## src/rtl/tdc_fifo_reader.sv

```systemverilog
`default_nettype none
// ============================================================================
// Module   : tdc_fifo_reader
// Brief    : Pops TDC words from the result FIFO and serialises them into
//            bytes over a new_tx_data / tx_busy handshake. Optional build
//            macro SYNC_HEADER_EN prefixes each frame with sync byte 8'hA5.
// Revision : 1.0 - initial release
// ============================================================================
module tdc_fifo_reader #(
    parameter int DATA_BYTES   = 3,
    parameter int READ_LATENCY = 1,
    parameter bit MSB_FIRST    = 1
) (
    input  logic                    clk,
    input  logic                    rst_n,
    input  logic                    fifo_empty,
    input  logic [8*DATA_BYTES-1:0] fifo_dout,
    output logic                    fifo_rd_en,
    input  logic                    tx_busy,
    output logic [7:0]              tx_data,
    output logic                    new_tx_data,
    output logic                    f_FIFO_reading_done
);

    localparam int c_WORD_W = 8 * DATA_BYTES;
    localparam int c_CNT_W  = $clog2(DATA_BYTES + 1);
    localparam int c_LAT_W  = $clog2(READ_LATENCY + 1);
`ifdef SYNC_HEADER_EN
    localparam logic [7:0] c_SYNC_BYTE = 8'hA5;
`endif

    typedef enum logic [2:0] {
        S_IDLE      = 3'd0,
        S_WAIT_DATA = 3'd1,
`ifdef SYNC_HEADER_EN
        S_HEADER    = 3'd2,
`endif
        S_SEND      = 3'd3,
        S_HOLD      = 3'd4,
        S_DONE      = 3'd5
    } state_t;

    state_t                r_state;
    logic [c_WORD_W-1:0]   r_shift;
    logic [c_CNT_W-1:0]    r_byte_cnt;
    logic [c_LAT_W-1:0]    r_lat_cnt;
    logic                  r_rd_en;
    logic [7:0]            r_tx_data;
    logic                  r_new_tx;
    logic                  r_done;

    state_t                w_state_nxt;
    logic                  w_rd_en_nxt;
    logic [7:0]            w_tx_data_nxt;
    logic                  w_new_tx_nxt;
    logic                  w_done_nxt;
    logic                  w_capture;
    logic                  w_advance;
    logic [7:0]            w_cur_byte;
    logic [c_WORD_W-1:0]   w_shift_nxt;

    // The byte on deck always sits at the outgoing end of the shift register.
    generate
        if (MSB_FIRST) begin : g_msb_first
            assign w_cur_byte  = r_shift[c_WORD_W-1 -: 8];
            assign w_shift_nxt = r_shift << 8;
        end else begin : g_lsb_first
            assign w_cur_byte  = r_shift[7:0];
            assign w_shift_nxt = r_shift >> 8;
        end
    endgenerate

    always_comb begin
        w_state_nxt   = r_state;
        w_rd_en_nxt   = 1'b0;
        w_tx_data_nxt = r_tx_data;
        w_new_tx_nxt  = 1'b0;
        w_done_nxt    = 1'b0;
        w_capture     = 1'b0;
        w_advance     = 1'b0;
        case (r_state)
            S_IDLE: begin
                if (!fifo_empty) begin
                    w_rd_en_nxt = 1'b1;
                    w_state_nxt = S_WAIT_DATA;
                end
            end
            S_WAIT_DATA: begin
                // Counter starts at 0 in the cycle fifo_rd_en is high.
                if (r_lat_cnt == c_LAT_W'(READ_LATENCY)) begin
                    w_capture   = 1'b1;
`ifdef SYNC_HEADER_EN
                    w_state_nxt = S_HEADER;
`else
                    w_state_nxt = S_SEND;
`endif
                end
            end
`ifdef SYNC_HEADER_EN
            S_HEADER: begin
                if (!tx_busy) begin
                    w_tx_data_nxt = c_SYNC_BYTE;
                    w_new_tx_nxt  = 1'b1;
                    w_state_nxt   = S_HOLD;
                end
            end
`endif
            S_SEND: begin
                if (!tx_busy) begin
                    w_tx_data_nxt = w_cur_byte;
                    w_new_tx_nxt  = 1'b1;
                    w_advance     = 1'b1;
                    w_state_nxt   = S_HOLD;
                end
            end
            S_HOLD: begin
                // tx_busy is not looked at here: the transmitter needs a cycle to raise it.
                if (r_byte_cnt < c_CNT_W'(DATA_BYTES)) begin
                    w_state_nxt = S_SEND;
                end else begin
                    w_state_nxt = S_DONE;
                    w_done_nxt  = 1'b1;
                end
            end
            S_DONE: begin
                w_state_nxt = S_IDLE;
            end
            default: begin
                w_state_nxt = S_IDLE;
            end
        endcase
    end

    always_ff @(posedge clk or negedge rst_n) begin
        if (!rst_n) begin
            r_state    <= S_IDLE;
            r_shift    <= '0;
            r_byte_cnt <= '0;
            r_lat_cnt  <= '0;
            r_rd_en    <= 1'b0;
            r_tx_data  <= 8'h00;
            r_new_tx   <= 1'b0;
            r_done     <= 1'b0;
        end else begin
            r_state   <= w_state_nxt;
            r_rd_en   <= w_rd_en_nxt;
            r_tx_data <= w_tx_data_nxt;
            r_new_tx  <= w_new_tx_nxt;
            r_done    <= w_done_nxt;
            if (r_state == S_WAIT_DATA) begin
                r_lat_cnt <= r_lat_cnt + 1'b1;
            end else begin
                r_lat_cnt <= '0;
            end
            if (w_capture) begin
                r_shift    <= fifo_dout;
                r_byte_cnt <= '0;
            end else if (w_advance) begin
                r_shift    <= w_shift_nxt;
                r_byte_cnt <= r_byte_cnt + 1'b1;
            end
        end
    end

    assign fifo_rd_en          = r_rd_en;
    assign tx_data             = r_tx_data;
    assign new_tx_data         = r_new_tx;
    assign f_FIFO_reading_done = r_done;

endmodule
`default_nettype wire

```

## config.mk

```make
export PLATFORM = sky130hd
export DESIGN_NAME = tdc_fifo_reader
export DESIGN_NICKNAME = d
export VERILOG_FILES = /design/src/rtl/tdc_fifo_reader.sv
export SDC_FILE = /design/constraint.sdc
export NUM_CORES = 1
export LEC_CHECK = 0
export ABC_AREA = 1
export BUFFER_PORTS_ARGS = -buffer_cell sky130_fd_sc_hd__buf_4
export CAP_MARGIN = 5
export CORE_ASPECT_RATIO = 0.9
export CORE_MARGIN = 2
export CORE_UTILIZATION = 28
export CTS_CLUSTER_DIAMETER = 30
export DETAILED_ROUTE_END_ITERATION = 16
export PLACE_DENSITY_LB_ADDON = 0.05
export SLEW_MARGIN = 30
export SYNTH_ARGS = -nofsm -noshare
export SYNTH_HDL_FRONTEND = slang
export SYNTH_SLANG_ARGS = --single-unit
```

## constraint.sdc

```tcl
create_clock -name clk -period 1.7 [get_ports clk]
set_input_delay 0 -clock clk [delete_from_list [all_inputs] [get_ports clk]]
set_output_delay 0 -clock clk [all_outputs]
set_load 0.02 [all_outputs]
```

==> results of run 1 <==
worst max-delay path, stage by stage (launching register included):
cell and delay (ps):
dfrtp_1 480, nand2_2 100, nor2_4 120, nand2_4 90, inv_2 290, nand3_1 110
o21ai_0 100
final cells by class:
type,instances,area [sq um]
clock buffer,7,96.3
clock inverter,1,5.00
fill,701,4020
inverter,24,92.6
multi-input combinational,147,688
sequential,41,1030
tap,90,113
timing repair buffer,62,515
power groups by stage:
stage | sequential, mW | clock (mW) | combinational, mW
CTS | 1.63 | 0.738 | 1.68
global placement | 1.65 | 0 | 1.63
floorplan | 1.67 | 0 | 1.14
finish | 1.63 | 0.713 | 1.64
detailed placement | 1.65 | 0 | 1.64
global route | 1.69 | 0.781 | 1.91
logic make-up (layout without fill, tap and decap cells):
kind of cell,Yosys count,count (layout),share of synthesized area (%)
AO/OA/AOI/OAI,5,5,1.46
adder cells (fa/ha/maj),1,1,0.666
flip-flops,41,41,54.6
buffers and inverters,35,94,8.79
AND/OR/NAND/NOR,141,141,34.5
layout by cell type, fill, tap and decap left out:
cell           instances
dfrtp_1               41
nand3_1               47
clkbuf_8               7
inv_1                 21
nand2_2                1
nor2_4                 2
nand4_1                6
buf_4                 42
a21oi_1                2
nand2_1               81
inv_2                  2
o21ai_0                2
nor2_1                 1
a21o_1                 1
dlygate4sd3_1         20
nand4_4                1
clkinv_2               1
inv_4                  1
nand2_4                1
ha_1                   1
nor4_1                 1
flip-flops by register name (all words and copies together), names as in the netlist:
signal               count
f_FIFO_reading_done      1
fifo_rd_en               1
new_tx_data              1
r_byte_cnt               2
r_lat_cnt                1
r_shift                 24
r_state                  3
tx_data                  8
routing by layer:
metal  up-vias  wire length, um  GRT usage [%]
met5         -                0              0
met4         0               72           5.08
met3         7              199           3.30
met2        35             1780           19.6
met1       680             2250           18.7
li1        826                -              -
worst max path at each step:
stage,start,to
2_1_floorplan,r_state[2],r_byte_cnt[0]
3_3_place_gp,r_state[1],r_shift[19]
3_5_place_dp,r_state[1],r_shift[19]
4_1_cts,r_state[0],r_byte_cnt[0]
5_1_grt,r_state[0],r_byte_cnt[0]
6_report,r_state[0],r_byte_cnt[0]
==> run metrics, run 1 <==
status=complete, but fails checks; failing checks=hold timing; Power Dens Cells=1570 nW/um^2; Post-Place Cells=344; final worst slack=294 ps; Hold Crit Depth=3; critical path fanouts, max=21; clk slew on worst S/H paths=80 ps; total wire length=4300 um; Post-synth EDFFs=0; reg2reg end=r_byte_cnt[0]; Flop pwr share=41.0%; leading area contributor after synthesis=dfrtp_1; post-layout util=38.7%; Worst Setup End Kind=flop; I/O pin count=39; number of CTS-inserted buffers=5; worst slew pin tran=540 ps; Critical Path RT=1910 ps; GR Overflow Total=0; Leak=1.36 nW; IO buf count=38; Comb power frac=41.1%; setup violators final=0; NetSw=1.60 mW; Gate Count Post-Synth=223; Worst R2R Start=r_state[0]; Period minus WS final=1410 ps; CTS Buffer Depth=2; syn_nets=252; n_diodes=0; clock group share of total power=17.9%; post-synth top area share=54.6%; hold slack=-0.748 ps; CTS tree=yes; hold_sp=tx_busy; period utilisation layout=82.7%; pre-CTS WS=285 ps; top-count cell post-synth=nand2_1; Hold Path End=r_state[1]; Synth area leaders=dfrtp_1 55%, nand2_1 16%, nand3_1 13%, inv_1 4.2%, nand4_1 2.0%; Die Y=81.7 um; number of hold violations in the final report=1; Final Wtd Congestion=0.770; Area Overhead vs Synth=35.0%; relative slew slack=64.0%; total power draw=3.98 mW; core area=6550 sq um; design area=2540 sq um; Non-Filler Instances=372; total of max-cap violations=0; initial core utilization=28.7%; most frequent cells after synthesis=81 x nand2_1, 47 x nand3_1, 41 x dfrtp_1; share of flip-flops with an asynchronous set or reset=100%; H-tree Lvls=2; vias in the first global route=1,517; RSZ-0062 raised after global routing=no; Routed Antenna Nets=0; DRC Markers=0; Post-synth top flop=dfrtp_1; TNS Setup=0 ps; Reg2Reg Depth=6; GRT Resource Usage Total=13.2%; DP Wirelength=2880 um; Yosys cell types=21; Placed Area=2230 sq um; initial antenna violation count=0; Std-Cell Rows=28; CP arrival=1610 ps; Synth warnings=0; fin nets=310; Reg2Reg Setup Slack=290 ps; TritonCTS Sinks=41; DIE AREA=7380 sq um; largest net degree at the start of global routing=42; Critical Path Source Type=flop; critical path start-end classification=reg2reg; Peak supply drop=0.357 mV; Int Power=2.39 mW; CTS Hold Buffers Added=20; Synth Cell Area=1880 sq um; iteration-0 DRC count of the detailed router=107; Vias=1,548; Seq/Total Area, Yosys=54.6%; syn_area_per_cell=8.43 sq um; first-pass GRT wire length=7640 um; Final Slew Violations=0; setup bufs post-CTS=0; synthesis-stage register bit count=41; Vias/cell=4.16; Hold Path Class=in2reg; drt wl/cell=11.6 um; DIE WIDTH=90.4 um; Worst Skew=5.48 ps; Net Sw Frac=40.1%; share of layout cells above drive strength 1=20.6%; Max Clk Rate=711 MHz; Resized cells post-CTS=0; Clock Latency Late Sink=300 ps; TritonRoute pass-1 iters=6; clock root buffer=clkbuf_8
No activity file was read; power rests on OpenSTA's default activity.
==> inputs of run 2 (changes only) <==
==> constraint.sdc (replaced) <==
create_clock -name clk -period 1.4 [get_ports clk]
set_input_delay 0 -clock clk [delete_from_list [all_inputs] [get_ports clk]]
set_output_delay 0 -clock clk [all_outputs]
set_load 0.02 [all_outputs]
==> run metrics, run 2 (same netlist as run 1, synthesis figures left out) <==
status=finished, final reports clean; Clock Latency Late Sink=280 ps; CTS tree=yes; critical path start-end classification=reg2reg; Flop pwr share=39.7%; CP endpoint=r_shift[8]; clock root buffer=clkbuf_8; Power Dens Cells=1900 nW/um^2; total of max-cap violations=0; number of hold violations in the final report=0; core area=6550 sq um; Reg2Reg Setup Slack=150 ps; Area Overhead vs Synth=38.6%; Comb power frac=43.0%; design area=2610 sq um; hold slack=63.2 ps; drt wl/cell=11.4 um; TritonRoute pass-1 iters=4; GRT Resource Usage Total=13.1%; DP Wirelength=2930 um; GR Overflow Total=0; CP arrival=1480 ps; TritonCTS Sinks=41; FF/Latch Area=1030 sq um; vias in the first global route=1,594; initial antenna violation count=0; IO buf count=38; clk slew on worst S/H paths=80 ps; worst slew pin tran=538 ps; initial core utilization=28.7%; period utilisation layout=89.6%; number of CTS-inserted buffers=5; Max Clk Rate=797 MHz; setup bufs post-CTS=0; Die Y=81.7 um; Leak=1.40 nW; DIE AREA=7380 sq um; Peak supply drop=0.468 mV; Reg2Reg Depth=7; Critical Path Source Type=flop; first-pass GRT wire length=7590 um; iteration-0 DRC count of the detailed router=69; Vias/cell=4.22; clock group share of total power=17.3%; Biggest register=r_shift; pre-CTS WS=111 ps; Critical Path RT=1630 ps; crit-path max cell delay=480 ps; I/O pin count=39; cell family with most CP delay=flip-flops; leading cell types in the layout, fill and taps excluded=81 x nand2_1, 47 x nand3_1, 47 x buf_4, 40 x dfrtp_1; DIE WIDTH=90.4 um; Worst Setup End Kind=flop; CP cell instances=nand2_2 > nor2_4 > nand2_4 > inv_2 > buf_12 > nand2_1 > nand3_1; worst path buffer plus inverter count=2; RSZ-0062 raised after global routing=no; Final Slew Violations=0; n_diodes=0; H-tree Lvls=2; Routed Antenna Nets=0; fin nets=317; CTS Buffer Depth=2; commonest non-fill, non-tap cell in the layout=nand2_1; Worst path depth=7; reg2reg end=r_shift[8]; Hold Path Class=in2reg; fillers=706; Worst R2R Start=r_state[1]; final worst slack=146 ps; Vias=1,601; TNS Setup=0 ps; Multi-input gate area=688 sq um; Period minus WS final=1250 ps; Final Wtd Congestion=0.739; CP startpoint=r_state[1]; Std-Cell Rows=28; max FFs per register=24; DRC Markers=0; Int Power=3.00 mW; post-layout util=39.8%; Placed Area=2290 sq um; largest net degree at the start of global routing=42; total wire length=4340 um; Net Sw Frac=39.3%; NetSw=1.94 mW; relative slew slack=64.1%; setup violators final=0; critical path fanouts, max=11; CP max stage cell=dfrtp_1; Worst Skew=3.65 ps; share of layout cells above drive strength 1=22.5%
[run 2: repair_timing]
action	4_1_cts	5_1_grt
endpoints found under the hold margin	61	0
hold buffers	21	0
resized for setup	0	1
endpoints found under the setup margin	0	1
[run 2: worst min-delay path by stage]
stage	start	endpoint	slack, ps	depth (start not counted)
global route	fifo_dout[17]	r_shift[17]	60	5
finish	fifo_dout[21]	r_shift[21]	60	5
global placement	rst_n	f_FIFO_reading_done	30	1
floorplan	rst_n	f_FIFO_reading_done	-300	0
CTS	fifo_dout[16]	r_shift[16]	60	5
detailed placement	rst_n	fifo_rd_en	30	1
[run 2: cell type report]
cell class	count	share of cell area [%]
Sequential cell	41	39.4
Multi-Input combinational cell	147	26.4
Timing Repair Buffer	69	22.4
Tap cell	90	4.32
Clock buffer	7	3.70
Inverter	24	3.55
Clock inverter	1	0.192
[run 2: through the flow]
stage / std cells / power (mW)
5_1_grt: 379 / 5.42
4_1_cts: 379 / 5.02
6_report: 379 / 4.94
2_1_floorplan: 223 / 3.42
3_5_place_dp: 350 / 4.10
3_3_place_gp: 350 / 4.10
[run 2: worst reg2reg max path, cell delays in order, from the launching register on]
cell,delay [ps]
dfrtp_1,480
nand2_2,100
nor2_4,120
nand2_4,70
inv_2,160
buf_12,150
nand2_1,60
nand3_1,70
[run 2: power groups by stage]
stage	sequential (mW)	clock, mW	combinational [mW]
finish	1.96	0.854	2.12
global route	2.03	0.966	2.43
CTS	1.96	0.896	2.17
detailed placement	1.98	0	2.11
global placement	1.97	0	2.13
floorplan	2.03	0	1.38
[run 2: metal layers]
metal,GRT usage (%),share of wire [%]
met1,17.6,51
met2,20.9,45
met3,4.40,4.3
met4,2.77,0.41
met5,0,0
==> inputs of run 3 (changes only) <==
--- a/config.mk
+++ b/config.mk
@@ -13,6 +13,7 @@
 export CORE_UTILIZATION = 28
 export CTS_CLUSTER_DIAMETER = 30
 export DETAILED_ROUTE_END_ITERATION = 16
+export MAX_ROUTING_LAYER = met4
 export PLACE_DENSITY_LB_ADDON = 0.05
 export SLEW_MARGIN = 30
 export SYNTH_ARGS = -nofsm -noshare
==> run metrics, run 3 (same netlist as run 1, synthesis figures left out) <==
status=finished, final reports clean; fillers=706; critical path start-end classification=reg2reg; total of max-cap violations=0; core area=6550 sq um; Vias/cell=4.23; Biggest register=r_shift; commonest non-fill, non-tap cell in the layout=nand2_1; TNS Setup=0 ps; setup bufs post-CTS=0; cell family with most CP delay=flip-flops; relative slew slack=64.2%; first-pass GRT wire length=7580 um; Worst R2R Start=r_state[1]; period utilisation layout=89.7%; Comb power frac=43.0%; Net Sw Frac=39.3%; Hold Path Class=in2reg; RSZ-0062 raised after global routing=no; n_diodes=0; Max Clk Rate=796 MHz; TritonRoute pass-1 iters=4; CP cell instances=nand2_2 > nor2_4 > nand2_4 > buf_4 > nand3_1 > nand3_1; Die Y=81.7 um; DRC Markers=0; met3 GRT Util=3.30%; clock group share of total power=17.3%; GR Util met1=17.6%; crit-path max cell delay=480 ps; NetSw=1.94 mW; TritonCTS Sinks=41; Non-Filler Instances=379; number of CTS-inserted buffers=5; Worst Setup End Kind=flop; DP Wirelength=2930 um; DIE WIDTH=90.4 um; fin nets=317; number of hold violations in the final report=0; Peak supply drop=0.468 mV; largest net degree at the start of global routing=42; max FFs per register=24; vias in the first global route=1,597; Worst Skew=5.82 ps; IO buf count=38; setup violators final=0; CP startpoint=r_state[1]; Critical Path Source Type=flop; critical path fanouts, max=20; Period minus WS final=1260 ps; worst path buffer plus inverter count=1; hold_sp=fifo_dout[21]; leading cell types in the layout, fill and taps excluded=81 x nand2_1, 47 x nand3_1, 47 x buf_4, 40 x dfrtp_1; clk slew on worst S/H paths=80 ps; Power Dens Cells=1900 nW/um^2; iteration-0 DRC count of the detailed router=60; GR Overflow Total=0; CTS Buffer Depth=2; GRT Resource Usage Total=13.4%; CTS tree=yes; I/O pin count=39; Area Overhead vs Synth=38.6%; Critical Path RT=1580 ps; H-tree Lvls=2; Flop pwr share=39.7%; Post-Place Cells=350; most frequent CP cell=nand3_1; Routed Antenna Nets=0; met2 layer usage reported by global route=20.9%; CP max stage cell=dfrtp_1; Clock Latency Late Sink=290 ps; initial antenna violation count=0; Leak=1.40 nW; CP arrival=1430 ps; Final Wtd Congestion=0.748; clock root buffer=clkbuf_8; Std-Cell Rows=28; drt wl/cell=11.4 um; share of layout cells above drive strength 1=22.5%; total wire length=4330 um; Final Slew Violations=0; initial core utilization=28.7%; GRT Max-Usage Layer=met2; Int Power=3.00 mW; Vias=1,605; worst slew pin tran=538 ps; DIE AREA=7380 sq um
-- run 3: cell counts in the layout (fill, tap and decap cells not counted) --
No cell type changed its count.
-- run 3: area by class of cell --
| cell class | instances | area, sq um | share of cell area [%] |
|---|---|---|---|
| multi-input cells | 147 | 688 | 26.4 |
| inverters | 24 | 92.6 | 3.55 |
| clock buffers | 7 | 96.3 | 3.70 |
| well taps | 90 | 113 | 4.32 |
| clock inverters | 1 | 5.00 | 0.192 |
| flip-flops and latches | 41 | 1030 | 39.4 |
| repair buffers | 69 | 583 | 22.4 |
-- run 3: tightest hold or removal path: stages --
cell	delay [ps]
buf_4	80
inv_1	40
nand4_1	70
nand3_1	80
nand2_1	50
-- run 3: layer usage --
metal / wire length, um / vias to the layer above
met2: 1960 / 34
li1: - / 841
met1: 2170 / 728
met4: 21 / 0
met3: 182 / 2
met5: 0 / -
-- run 3: path summary, 6_finish.rpt --
kind | end | slack (ps) | cells past startpoint
max reg2reg | r_shift[10] | 140 | 6
min reg2reg | tx_data[3] | 480 | 2
max in group asynchronous | r_state[0] | 780 | 2
min in group asynchronous | fifo_rd_en | 230 | 2
min | r_shift[21] | 60 | 5
max | r_shift[10] | 140 | 6
-- run 3: repair_timing --
item | CTS | global route
resized for setup | 0 | 1
hold buffers | 21 | 0
endpoints found under the setup margin | 0 | 1
hold endpoints to repair | 61 | 0
-- run 3: metrics by stage --
step | util (%) | instance area, sq um | setup slack (ps) | total power [mW] | hold slack [ps]
after global routing | 39.8 | 2610 | 6.58 | 5.41 | 71.8
after CTS | 39.7 | 2600 | 100 | 5.02 | 58.9
after detailed placement | 35.0 | 2290 | 111 | 4.10 | 32.6
after floorplan | - | 1880 | 220 | 3.42 | -296
after global placement | 35.0 | 2290 | 135 | 4.10 | 33.9
final | 39.8 | 2610 | 144 | 4.94 | 64.2
-- run 3: power groups by stage --
stage | registers [mW] | clock network (mW) | logic, mW
3_3_place_gp | 1.97 | 0 | 2.13
6_report | 1.96 | 0.856 | 2.12
3_5_place_dp | 1.98 | 0 | 2.11
2_1_floorplan | 2.03 | 0 | 1.38
4_1_cts | 1.96 | 0.896 | 2.17
5_1_grt | 2.03 | 0.957 | 2.43
